[src/rtl/lifo_stack_pkg.sv]
// Shared definitions for the LIFO stack: operation encodings and default sizing.
// Latency: n/a (definitions only).
// Backpressure: n/a.
package stack_pkg;

  localparam int WIDTH_DEFAULT      = 8;
  localparam int DEPTH_LOG2_DEFAULT = 3;

  // Operation decode is {push, pop}.
  typedef enum logic [1:0] {
    OP_NONE    = 2'b00,
    OP_POP     = 2'b01,
    OP_PUSH    = 2'b10,
    OP_REPLACE = 2'b11
  } op_e;

endpackage

[src/rtl/lifo_stack_if.sv]
// Control/data bundle between the stack and its user (control unit / datapath).
// Latency: n/a (wiring only).
// Backpressure: none; overflow/underflow are reported through sticky flags.
interface lifo_stack_if
  import stack_pkg::*;
#(
  parameter int WIDTH      = WIDTH_DEFAULT,
  parameter int DEPTH_LOG2 = DEPTH_LOG2_DEFAULT
);

  logic                  push;
  logic                  pop;
  logic [WIDTH-1:0]      push_data;
  logic                  err_clr;
  logic [WIDTH-1:0]      top;
  logic [WIDTH-1:0]      next_top;
  logic [DEPTH_LOG2:0]   count;
  logic                  full;
  logic                  empty;
  logic                  overflow;
  logic                  underflow;

  // User side: issues operations, observes stack state.
  modport master (
    output push, pop, push_data, err_clr,
    input  top, next_top, count, full, empty, overflow, underflow
  );

  // Stack side.
  modport slave (
    input  push, pop, push_data, err_clr,
    output top, next_top, count, full, empty, overflow, underflow
  );

endinterface

[src/rtl/lifo_stack_mem.sv]
// Storage array for the stack: one synchronous write port, two asynchronous read ports.
// Latency: write visible on reads after the writing edge; reads are combinational.
// Backpressure: none; contents are not reset and are only exposed through gated outputs.
module lifo_stack_mem
  import stack_pkg::*;
#(
  parameter int WIDTH      = WIDTH_DEFAULT,
  parameter int DEPTH_LOG2 = DEPTH_LOG2_DEFAULT
) (
  input  logic                  clk,
  input  logic                  wr_en,
  input  logic [DEPTH_LOG2-1:0] wr_addr,
  input  logic [WIDTH-1:0]      wr_data,
  input  logic [DEPTH_LOG2-1:0] rd_addr_a,
  output logic [WIDTH-1:0]      rd_data_a,
  input  logic [DEPTH_LOG2-1:0] rd_addr_b,
  output logic [WIDTH-1:0]      rd_data_b
);

  logic [WIDTH-1:0] mem [2**DEPTH_LOG2];

  // Single write port; no reset because stale entries are never observable.
  always_ff @(posedge clk) begin
    if (wr_en) begin
      mem[wr_addr] <= wr_data;
    end
  end

  assign rd_data_a = mem[rd_addr_a];
  assign rd_data_b = mem[rd_addr_b];

endmodule

[src/rtl/lifo_stack.sv]
// LIFO stack with push/pop/replace, registered top/next_top/count views and sticky error flags.
// Latency: every output reflects an operation on the same edge that performs it; one op per cycle.
// Backpressure: none; push at full and pop at empty are dropped and latched into overflow/underflow.
module lifo_stack
  import stack_pkg::*;
#(
  parameter int WIDTH      = WIDTH_DEFAULT,
  parameter int DEPTH_LOG2 = DEPTH_LOG2_DEFAULT
) (
  input  logic         clk,
  input  logic         clr_n,
  lifo_stack_if.slave  bus
);

  localparam int                 CW    = DEPTH_LOG2 + 1;
  localparam int                 CAP_I = 1 << DEPTH_LOG2;
  localparam logic [CW-1:0]      CAP   = CW'(CAP_I);

  op_e                   op;
  logic [CW-1:0]         count_q;
  logic [CW-1:0]         new_count;
  logic [CW-1:0]         top_idx;
  logic [CW-1:0]         next_idx;
  logic                  wr_en;
  logic [DEPTH_LOG2-1:0] wr_addr;
  logic                  ovf_set;
  logic                  unf_set;
  logic [WIDTH-1:0]      rd_top;
  logic [WIDTH-1:0]      rd_next;
  logic [WIDTH-1:0]      top_nxt;
  logic [WIDTH-1:0]      next_top_nxt;

  logic [WIDTH-1:0]      top_q;
  logic [WIDTH-1:0]      next_top_q;
  logic                  full_q;
  logic                  empty_q;
  logic                  overflow_q;
  logic                  underflow_q;

  assign op = op_e'({bus.push, bus.pop});

  // Decode the operation into the next occupancy, the storage write and any error event.
  always_comb begin
    new_count = count_q;
    wr_en     = 1'b0;
    wr_addr   = '0;
    ovf_set   = 1'b0;
    unf_set   = 1'b0;
    unique case (op)
      OP_PUSH: begin
        if (count_q == CAP) begin
          ovf_set = 1'b1;
        end else begin
          wr_en     = 1'b1;
          wr_addr   = count_q[DEPTH_LOG2-1:0];
          new_count = count_q + CW'(1);
        end
      end
      OP_POP: begin
        if (count_q == '0) begin
          unf_set = 1'b1;
        end else begin
          new_count = count_q - CW'(1);
        end
      end
      OP_REPLACE: begin
        // Replace on an empty stack degrades to a plain push without an error.
        wr_en = 1'b1;
        if (count_q == '0) begin
          wr_addr   = '0;
          new_count = CW'(1);
        end else begin
          wr_addr = top_idx_of(count_q);
        end
      end
      default: begin
      end
    endcase
    // Reset dominates: a push asserted alongside reset must not touch storage.
    if (!clr_n) begin
      wr_en = 1'b0;
    end
  end

  function automatic logic [DEPTH_LOG2-1:0] top_idx_of(input logic [CW-1:0] c);
    logic [CW-1:0] t;
    t = c - CW'(1);
    return t[DEPTH_LOG2-1:0];
  endfunction

  assign top_idx  = new_count - CW'(1);
  assign next_idx = new_count - CW'(2);

  lifo_stack_mem #(
    .WIDTH      (WIDTH),
    .DEPTH_LOG2 (DEPTH_LOG2)
  ) u_mem (
    .clk       (clk),
    .wr_en     (wr_en),
    .wr_addr   (wr_addr),
    .wr_data   (bus.push_data),
    .rd_addr_a (top_idx[DEPTH_LOG2-1:0]),
    .rd_data_a (rd_top),
    .rd_addr_b (next_idx[DEPTH_LOG2-1:0]),
    .rd_data_b (rd_next)
  );

  // Post-operation views; the entry being written this cycle is forwarded so the
  // registered outputs already show it after the edge.
  always_comb begin
    top_nxt      = '0;
    next_top_nxt = '0;
    if (new_count != '0) begin
      top_nxt = (wr_en && wr_addr == top_idx[DEPTH_LOG2-1:0]) ? bus.push_data : rd_top;
    end
    if (new_count >= CW'(2)) begin
      next_top_nxt = (wr_en && wr_addr == next_idx[DEPTH_LOG2-1:0]) ? bus.push_data : rd_next;
    end
  end

  // Occupancy, derived status, output views and sticky flags (new error beats err_clr).
  always_ff @(posedge clk) begin
    if (!clr_n) begin
      count_q     <= '0;
      full_q      <= 1'b0;
      empty_q     <= 1'b1;
      top_q       <= '0;
      next_top_q  <= '0;
      overflow_q  <= 1'b0;
      underflow_q <= 1'b0;
    end else begin
      count_q     <= new_count;
      full_q      <= (new_count == CAP);
      empty_q     <= (new_count == '0);
      top_q       <= top_nxt;
      next_top_q  <= next_top_nxt;
      overflow_q  <= (overflow_q & ~bus.err_clr) | ovf_set;
      underflow_q <= (underflow_q & ~bus.err_clr) | unf_set;
    end
  end

  assign bus.count     = count_q;
  assign bus.full      = full_q;
  assign bus.empty     = empty_q;
  assign bus.top       = top_q;
  assign bus.next_top  = next_top_q;
  assign bus.overflow  = overflow_q;
  assign bus.underflow = underflow_q;

endmodule
[src/flat_wrapper.sv]
// flat-port wrapper written by rule: the top's interface ports become plain ports
module lifo_stack_flat import stack_pkg::*;
#(
  parameter int WIDTH      = WIDTH_DEFAULT,
  parameter int DEPTH_LOG2 = DEPTH_LOG2_DEFAULT
)
  (clk, clr_n, bus_push, bus_pop, bus_push_data, bus_err_clr, bus_top, bus_next_top, bus_count, bus_full, bus_empty, bus_overflow, bus_underflow);
  lifo_stack_if #(.WIDTH(WIDTH), .DEPTH_LOG2(DEPTH_LOG2)) bus_i ();
  input  logic clk;
  input  logic clr_n;
  input wire logic [$bits(bus_i.push)-1:0] bus_push;
  input wire logic [$bits(bus_i.pop)-1:0] bus_pop;
  input wire logic [$bits(bus_i.push_data)-1:0] bus_push_data;
  input wire logic [$bits(bus_i.err_clr)-1:0] bus_err_clr;
  output wire logic [$bits(bus_i.top)-1:0] bus_top;
  output wire logic [$bits(bus_i.next_top)-1:0] bus_next_top;
  output wire logic [$bits(bus_i.count)-1:0] bus_count;
  output wire logic [$bits(bus_i.full)-1:0] bus_full;
  output wire logic [$bits(bus_i.empty)-1:0] bus_empty;
  output wire logic [$bits(bus_i.overflow)-1:0] bus_overflow;
  output wire logic [$bits(bus_i.underflow)-1:0] bus_underflow;
  assign bus_i.push = bus_push;
  assign bus_i.pop = bus_pop;
  assign bus_i.push_data = bus_push_data;
  assign bus_i.err_clr = bus_err_clr;
  assign bus_top = bus_i.top;
  assign bus_next_top = bus_i.next_top;
  assign bus_count = bus_i.count;
  assign bus_full = bus_i.full;
  assign bus_empty = bus_i.empty;
  assign bus_overflow = bus_i.overflow;
  assign bus_underflow = bus_i.underflow;
  lifo_stack #(.WIDTH(WIDTH), .DEPTH_LOG2(DEPTH_LOG2)) u_core (.clk(clk), .clr_n(clr_n), .bus(bus_i));
endmodule
[config.mk]
export PLATFORM = sky130hd
export DESIGN_NAME = lifo_stack_flat
export DESIGN_NICKNAME = d
export VERILOG_FILES = /design/src/rtl/lifo_stack_pkg.sv /design/src/rtl/lifo_stack_if.sv /design/src/rtl/lifo_stack_mem.sv /design/src/rtl/lifo_stack.sv /design/src/flat_wrapper.sv
export SDC_FILE = /design/constraint.sdc
export NUM_CORES = 1
export LEC_CHECK = 0
export BUFFER_PORTS_ARGS = -buffer_cell sky130_fd_sc_hd__buf_4
export CAP_MARGIN = 20
export CORE_AREA = 4 4 122 113
export DETAILED_ROUTE_END_ITERATION = 10
export DIE_AREA = 0 0 126 117
export SYNTH_ARGS = -nofsm -noshare
export SYNTH_HDL_FRONTEND = slang
export SYNTH_SLANG_ARGS = --single-unit
[constraint.sdc]
create_clock -name clk -period 5.79 [get_ports clk]
set_clock_uncertainty 0.05 [all_clocks]
set_input_delay 0.579 -clock clk [delete_from_list [all_inputs] [get_ports clk]]
set_output_delay 0.579 -clock clk [all_outputs]
set_load 0.05 [all_outputs]
==> impl_metrics.prom, run 1 <==
# TYPE chip_impl_metric gauge
chip_impl_info{name="run_status",value="finished clean"} 1
chip_impl_metric{name="synth.top_cell.area_share",unit="%"} 44.6
chip_impl_metric{name="postLayoutCellArea",unit="um^2"} 4960
chip_impl_metric{name="via_per_inst",unit=""} 5.64
chip_impl_metric{name="synthCells",unit=""} 343
chip_impl_info{name="synthTopCellsByArea",value="edfxtp_1 (45%), dfxtp_1 (11%), mux4_2 (7.8%), nand2_1 (3.3%), a22oi_1 (2.4%)"} 1
chip_impl_info{name="cts_tree",value="done"} 1
chip_impl_info{name="min_from",value="bus_push_data[0]"} 1
chip_impl_metric{name="time_the_final_worst_path_needs_with_i_o_delays_and_setup",unit="ns"} 4.11
chip_impl_metric{name="timing.final.crit_share",unit="%"} 70.9
chip_impl_metric{name="path_max_fanout",unit=""} 39
chip_impl_info{name="cts_root_buffer",value="clkbuf_16"} 1
chip_impl_metric{name="grt_first_pass_wirelength",unit="um"} 17600
chip_impl_metric{name="final_layout_size_suffix_gt1_share",unit="%"} 23.7
chip_impl_metric{name="antenna_found_initial",unit=""} 0
chip_impl_metric{name="dpl_cell_area",unit="um^2"} 4690
chip_impl_metric{name="yosys.cell_types.count",unit=""} 53
chip_impl_metric{name="num-fill-cells",unit=""} 1210
chip_impl_metric{name="die-area",unit="um^2"} 14700
chip_impl_info{name="unrepaired_setup_endpoints_after_global_routing",value="no"} 1
chip_impl_metric{name="fp.coreArea",unit="um^2"} 12500
chip_impl_metric{name="cts.clk_slew.worst_paths",unit="ns"} 0.06
chip_impl_metric{name="cts.sink_count",unit=""} 88
chip_impl_metric{name="synth_edf_count",unit=""} 64
chip_impl_info{name="element_type_at_the_critical_path_start",value="register"} 1
chip_impl_metric{name="hold_buffers",unit=""} 0
chip_impl_metric{name="place.port_buffers",unit=""} 36
chip_impl_metric{name="cts-htree-levels",unit=""} 3
chip_impl_metric{name="timing.final.ws_setup",unit="ns"} 1.68
chip_impl_metric{name="via_count",unit=""} 3040
chip_impl_metric{name="finalMaxSlewViolations",unit=""} 0
chip_impl_info{name="criticalPathCategory",value="register to register"} 1
chip_impl_metric{name="critPathArrivalTime",unit="ns"} 4.25
chip_impl_metric{name="die_width",unit="um"} 126
chip_impl_metric{name="drcViolationCount",unit=""} 0
chip_impl_metric{name="synthesis.nets",unit=""} 361
chip_impl_metric{name="final.setup.tns",unit="ns"} 0
chip_impl_metric{name="design.portCount",unit=""} 37
chip_impl_metric{name="cp_data_required_time",unit="ns"} 5.94
chip_impl_metric{name="yosys_warnings",unit=""} 0
chip_impl_metric{name="worst_skew_pair.late_latency",unit="ns"} 0.34
chip_impl_metric{name="timing.max_slew.rel_slack",unit="%"} 21.9
chip_impl_info{name="end_kind",value="register"} 1
chip_impl_metric{name="firstDrtPassIters",unit=""} 5
chip_impl_metric{name="setup_violations",unit=""} 0
chip_impl_metric{name="totalWireLength",unit="um"} 11300
chip_impl_metric{name="power",unit="mW"} 2.17
chip_impl_metric{name="grt_remaining_overflow",unit=""} 0
chip_impl_metric{name="synthToLayoutAreaGrowth",unit="%"} 15.2
chip_impl_metric{name="power.density",unit="nW/um^2"} 438
chip_impl_info{name="synth_most_common_cell",value="edfxtp_1"} 1
chip_impl_metric{name="achievable_frequency",unit="MHz"} 243
chip_impl_metric{name="power.ir.vdd_worst",unit="mV"} 0.160
chip_impl_metric{name="detailedPlacementHpwl",unit="um"} 7410
chip_impl_info{name="synth-main-ff-cell",value="edfxtp_1"} 1
chip_impl_info{name="synth_top_area_cell",value="edfxtp_1"} 1
chip_impl_metric{name="p_leak",unit="nW"} 1.80
chip_impl_metric{name="pre_cts_slack",unit="ns"} 1.70
chip_impl_metric{name="tritoncts.num_buffers",unit=""} 9
chip_impl_metric{name="antennaDiodeCount",unit=""} 0
chip_impl_info{name="reg2reg_launch_point",value="u_core.bus.count[0]$_SDFF_PN0_"} 1
chip_impl_metric{name="grt_start_max_net_pins",unit=""} 40
chip_impl_metric{name="final-hold-violation-count",unit=""} 0
chip_impl_metric{name="row_count",unit=""} 39
chip_impl_metric{name="chipHeight",unit="um"} 117
chip_impl_metric{name="postRouteAntennaNets",unit=""} 0
chip_impl_metric{name="holdWs",unit="ns"} 0.437
chip_impl_metric{name="final_nets",unit=""} 388
chip_impl_metric{name="route.detailed.wl_per_inst",unit="um"} 20.9
chip_impl_info{name="critPathLaunch",value="u_core.bus.count[0]$_SDFF_PN0_"} 1
chip_impl_metric{name="gpl.final_weighted_congestion",unit=""} 0.799
chip_impl_info{name="post_synth_top_cells",value="edfxtp_1 (64), nand2_1 (38), nor2_1 (26)"} 1
chip_impl_metric{name="syn_area_per_cell",unit="um^2"} 12.6
chip_impl_metric{name="grt.total_usage",unit="%"} 15.8
chip_impl_metric{name="initial_core_util",unit="%"} 34.5
chip_impl_metric{name="via_count_of_the_first_global_routing_pass",unit=""} 3048
chip_impl_metric{name="clockBufferDepth",unit=""} 2
chip_impl_metric{name="post_cts.repair.setup_buffers",unit=""} 0
chip_impl_metric{name="ys_seq_area_share",unit="%"} 55.8
chip_impl_info{name="worst_hold_class",value="input port to register"} 1
chip_impl_metric{name="post_cts.resized_instances",unit=""} 0
chip_impl_metric{name="mappedNetlistArea",unit="um^2"} 4310
chip_impl_metric{name="worstMarginPinSlew",unit="ns"} 1.17
chip_impl_metric{name="drt-initial-drc-count",unit=""} 273
chip_impl_metric{name="synthArstFlopShare",unit="%"} 0
chip_impl_metric{name="timing.max_cap.violations",unit=""} 0
chip_impl_metric{name="yosys_register_bits",unit=""} 88
[cells in the final DEF (no fill, tap or decap), types with 6 or more instances in the layout]
cell type / netlist / routed
nand2_1: 38 / 38
buf_4: 4 / 38
a32oi_1: 7 / 7
a21oi_1: 8 / 8
o22ai_1: 12 / 12
a22oi_1: 14 / 14
and3_1: 9 / 9
clkbuf_16: 0 / 9
inv_1: 12 / 12
a221oi_2: 6 / 6
and2_1: 7 / 7
edfxtp_1: 64 / 64
mux4_2: 15 / 15
dfxtp_1: 24 / 24
nor2b_1: 7 / 7
mux2i_1: 10 / 10
nor2_1: 26 / 26
[final timing paths]
check | end | slack [ns] | cells past startpoint
worst max-delay path | u_core.bus.top[0]$_SDFF_PN0_ | 1.68 | 10
worst min-delay path | u_core.u_mem.mem[0][0]$_DFFE_PP_ | 0.44 | 1
worst max register to register | u_core.bus.top[0]$_SDFF_PN0_ | 1.68 | 10
worst min register to register | u_core.bus.overflow$_SDFF_PN0_ | 0.59 | 3
[layout make-up]
cell class / instances / area (um^2) / share of cell area (%)
Tap cell: 164 / 205 / 4.14
Inverter: 13 / 48.8 / 0.983
Sequential cell: 88 / 2400 / 48.4
Multi-Input combinational cell: 219 / 1740 / 35.1
Clock buffer: 11 / 233 / 4.69
Timing Repair Buffer: 39 / 297 / 5.98
Clock inverter: 5 / 32.5 / 0.656
[worst max-delay path, stage by stage, from the launching register on]
cell	delay, ns
dfxtp_1	0.38
inv_1	0.15
ha_1	0.35
or3b_4	0.45
ha_1	0.31
inv_1	0.05
mux4_2	0.82
or4_4	0.66
nand4_4	0.18
and2_1	0.41
a211oi_1	0.14
[sequential cells by signal, indices dropped and copies added, names as in the netlist]
signal / flops
u_core.bus.empty: 1
u_core.bus.full: 1
u_core.bus.overflow: 1
u_core.bus.next_top: 8
u_core.bus.underflow: 1
u_core.u_mem.mem: 64
u_core.bus.top: 8
u_core.bus.count: 4
[routing by layer]
layer  part of all wire, %  up-vias  track usage, %
met5                     0        -               0
met4                   2.3        0            5.72
met3                   7.6       20            5.49
met2                    47      122            24.9
li1                      -     1387               -
met1                    43     1511            20.6
[where the power goes]
part | internal [mW] | leakage (nW) | switching (mW)
Clock | 0.290 | 0.125 | 0.236
Combinational | 0.301 | 0.895 | 0.568
Sequential | 0.739 | 0.776 | 0.0378
[kinds of logic (layout without fill, tap and decap cells)]
kind of cell | Yosys count | in the layout | share of synthesized area (%)
xor+xnor | 1 | 1 | 0.203
buf+inv | 36 | 68 | 4.36
fa+ha+maj | 5 | 5 | 1.45
flops | 88 | 88 | 55.8
compound gates | 75 | 75 | 14.2
mux | 26 | 26 | 10.4
simple gates | 112 | 112 | 13.6
[per-stage QoR]
stage	utilization, %	instances
final	39.7	539
after floorplan	-	343
after global routing	39.7	539
after detailed placement	37.5	522
after global placement	37.5	522
after CTS	39.6	538
Power figures use the tool's default switching activity.
==> run 2: changes to the inputs <==
Clock period 5.79 ns to 4.1 ns, I/O delays scaled along.
==> run 2 against run 1 <==
  * Maximum frequency grew 8.2%
  * Cell area grew 1.4%
  * Flip-flop and latch count is the same
  * Non-clock buffer count grew 12
  * Combinational power grew 44%
  * Die area is the same
  * Via count grew 1.3%
  * Highest routed layer unchanged
==> impl_metrics.prom, run 2 (synthesis results as in run 1) <==
# TYPE chip_impl_metric gauge
chip_impl_info{name="run_status",value="finished clean"} 1
chip_impl_metric{name="placed_cells",unit=""} 535
chip_impl_info{name="most-common-layout-cells",value="edfxtp_1 (64), buf_4 (51), nand2_1 (38)"} 1
chip_impl_metric{name="p_sw",unit="mW"} 1.19
chip_impl_info{name="cts_root_buffer",value="clkbuf_16"} 1
chip_impl_metric{name="final.setup.tns",unit="ns"} 0
chip_impl_metric{name="path_buf_inv",unit=""} 3
chip_impl_metric{name="seq_power_share",unit="%"} 35.4
chip_impl_info{name="path_delay_family",value="simple AND/OR/NAND/NOR gates"} 1
chip_impl_info{name="cp_cell_sequence",value="inv_1 -> ha_1 -> or3b_4 -> ha_1 -> inv_1 -> mux4_2 -> buf_4 -> and2_1 -> nand4_1 -> nand4_4 -> and2_1 -> a221oi_2"} 1
chip_impl_metric{name="cts-htree-levels",unit=""} 3
chip_impl_metric{name="final_nets",unit=""} 400
chip_impl_metric{name="gpl.final_weighted_congestion",unit=""} 0.838
chip_impl_metric{name="clockBufferDepth",unit=""} 2
chip_impl_info{name="registers.top_by_ff_count",value="u_core.u_mem.mem"} 1
chip_impl_metric{name="power.density",unit="nW/um^2"} 615
chip_impl_info{name="cts_tree",value="done"} 1
chip_impl_metric{name="die-area",unit="um^2"} 14700
chip_impl_metric{name="time_the_final_worst_path_needs_with_i_o_delays_and_setup",unit="ns"} 3.80
chip_impl_metric{name="num-fill-cells",unit=""} 1222
chip_impl_metric{name="antennaDiodeCount",unit=""} 0
chip_impl_metric{name="power.ir.vdd_worst",unit="mV"} 0.274
chip_impl_metric{name="pre_cts_slack",unit="ns"} 0.339
chip_impl_metric{name="postRouteAntennaNets",unit=""} 0
chip_impl_metric{name="via_per_inst",unit=""} 5.59
chip_impl_metric{name="finalMaxSlewViolations",unit=""} 0
chip_impl_metric{name="detailedPlacementHpwl",unit="um"} 7550
chip_impl_metric{name="initial_core_util",unit="%"} 34.5
chip_impl_metric{name="synthToLayoutAreaGrowth",unit="%"} 16.8
chip_impl_metric{name="place.port_buffers",unit=""} 36
chip_impl_metric{name="utilization",unit="%"} 40.3
chip_impl_metric{name="timing.critical_path.slowest_cell_delay",unit="ns"} 0.51
chip_impl_metric{name="final_layout_size_suffix_gt1_share",unit="%"} 25.1
chip_impl_metric{name="post_cts.repair.setup_buffers",unit=""} 0
chip_impl_metric{name="achievable_frequency",unit="MHz"} 263
chip_impl_metric{name="met2_wirelength",unit="um"} 5150
chip_impl_metric{name="totalWireLength",unit="um"} 11200
chip_impl_metric{name="combinationalPowerShare",unit="%"} 40.5
chip_impl_metric{name="timing.final.crit_share",unit="%"} 92.6
chip_impl_metric{name="largest_register_ff_count",unit=""} 64
chip_impl_info{name="critical-path-slowest-cell",value="mux4_2"} 1
chip_impl_metric{name="detailroute.wirelength.met3",unit="um"} 820
chip_impl_metric{name="final-hold-violation-count",unit=""} 0
chip_impl_metric{name="worst_skew_pair.late_latency",unit="ns"} 0.34
chip_impl_metric{name="grt_start_max_net_pins",unit=""} 29
chip_impl_metric{name="cts.sink_count",unit=""} 88
chip_impl_metric{name="antenna_found_initial",unit=""} 0
chip_impl_metric{name="finalNonFillerCells",unit=""} 551
chip_impl_metric{name="grt_remaining_overflow",unit=""} 0
chip_impl_metric{name="hold_buffers",unit=""} 0
chip_impl_metric{name="grt_first_pass_wirelength",unit="um"} 17400
chip_impl_metric{name="cp_data_required_time",unit="ns"} 4.30
chip_impl_metric{name="clockPowerShare",unit="%"} 24.0
chip_impl_metric{name="post_cts.resized_instances",unit=""} 0
chip_impl_info{name="unrepaired_setup_endpoints_after_global_routing",value="no"} 1
chip_impl_info{name="element_type_at_the_critical_path_start",value="register"} 1
chip_impl_metric{name="holdWs",unit="ns"} 0.265
chip_impl_metric{name="fp.coreArea",unit="um^2"} 12500
chip_impl_metric{name="timing.max_cap.violations",unit=""} 0
chip_impl_info{name="criticalPathCategory",value="register to register"} 1
chip_impl_metric{name="via_count",unit=""} 3079
chip_impl_metric{name="worstMarginPinSlew",unit="ns"} 1.05
chip_impl_metric{name="sw_frac_of_total",unit="%"} 38.6
chip_impl_metric{name="drt-initial-drc-count",unit=""} 245
chip_impl_metric{name="die_width",unit="um"} 126
chip_impl_metric{name="design.portCount",unit=""} 37
chip_impl_metric{name="p_leak",unit="nW"} 1.86
chip_impl_metric{name="cts.clk_slew.worst_paths",unit="ns"} 0.06
chip_impl_metric{name="path_max_fanout",unit=""} 24
chip_impl_metric{name="route.detailed.wl_per_inst",unit="um"} 20.4
chip_impl_metric{name="grt.total_usage",unit="%"} 15.5
chip_impl_info{name="worst_hold_class",value="input port to register"} 1
chip_impl_metric{name="tritoncts.num_buffers",unit=""} 9
chip_impl_info{name="end_kind",value="register"} 1
chip_impl_metric{name="power_report.internal_total",unit="mW"} 1.90
chip_impl_metric{name="wl_met1",unit="um"} 5130
chip_impl_info{name="mostFrequentLayoutCell",value="edfxtp_1"} 1
chip_impl_metric{name="via_count_of_the_first_global_routing_pass",unit=""} 3063
chip_impl_metric{name="row_count",unit=""} 39
chip_impl_metric{name="critPathArrivalTime",unit="ns"} 4.00
chip_impl_metric{name="timing.final.ws_setup",unit="ns"} 0.304
chip_impl_metric{name="timing.max_slew.rel_slack",unit="%"} 30.0
chip_impl_metric{name="drcViolationCount",unit=""} 0
chip_impl_info{name="top_layer_reached_by_signal_wires",value="met4"} 1
chip_impl_metric{name="firstDrtPassIters",unit=""} 5
chip_impl_metric{name="setup_violations",unit=""} 0
chip_impl_metric{name="chipHeight",unit="um"} 117
run 2: changes by cell type in the layout (fill, tap and decap cells not counted), sizes merged:
| cell | delta |
|---|---|
| clkinvlp | -1 |
| buf | +12 |
| clkinv | +2 |
| inv | -1 |
run 2: cell type report:
type	count	area (um^2)	share of cell area (%)
Clock inverter	5	33.8	0.672
Tap cell	164	205	4.08
Inverter	13	48.8	0.970
Sequential cell	88	2400	47.8
Clock buffer	11	233	4.63
Timing Repair Buffer	51	383	7.61
Multi-Input combinational cell	219	1720	34.3
run 2: worst paths after layout:
path | start | endpoint | slack (ns) | cells after the start
hold reg to reg | u_core.bus.underflow$_SDFF_PN0_ | u_core.bus.underflow$_SDFF_PN0_ | 0.61 | 3
hold / removal | bus_push_data[4] | u_core.u_mem.mem[0][4]$_DFFE_PP_ | 0.27 | 1
setup / recovery | u_core.bus.count[0]$_SDFF_PN0_ | u_core.bus.top[3]$_SDFF_PN0_ | 0.30 | 12
setup reg to reg | u_core.bus.count[0]$_SDFF_PN0_ | u_core.bus.top[3]$_SDFF_PN0_ | 0.30 | 12
run 2: per-stage QoR:
stage          power [mW]  instance area (um^2)
2_1_floorplan        2.02                  4310
3_3_place_gp         2.35                  4760
3_5_place_dp         2.36                  4760
4_1_cts              3.11                  5030
5_1_grt              3.25                  5030
6_report             3.09                  5030
run 2: worst register-to-register path, stage by stage, from the launching register on:
cell	delay, ns
dfxtp_1	0.39
inv_1	0.16
ha_1	0.36
or3b_4	0.45
ha_1	0.31
inv_1	0.04
mux4_2	0.51
buf_4	0.26
and2_1	0.19
nand4_1	0.13
nand4_4	0.19
and2_1	0.35
a221oi_2	0.32
run 2: metal layers:
metal  vias to the layer above  GRT usage [%]
li1                       1407              -
met1                      1523           21.7
met2                       131           24.4
met3                        18           4.26
met4                         0           3.79
met5                         -              0
run 2: power groups by stage:
stage | Combinational [mW] | Sequential [mW] | Clock [mW]
after floorplan | 0.692 | 1.33 | 0
after global placement | 1.23 | 1.12 | 0
after detailed placement | 1.25 | 1.11 | 0
after CTS | 1.25 | 1.10 | 0.760
after global routing | 1.34 | 1.10 | 0.802
final | 1.25 | 1.10 | 0.744
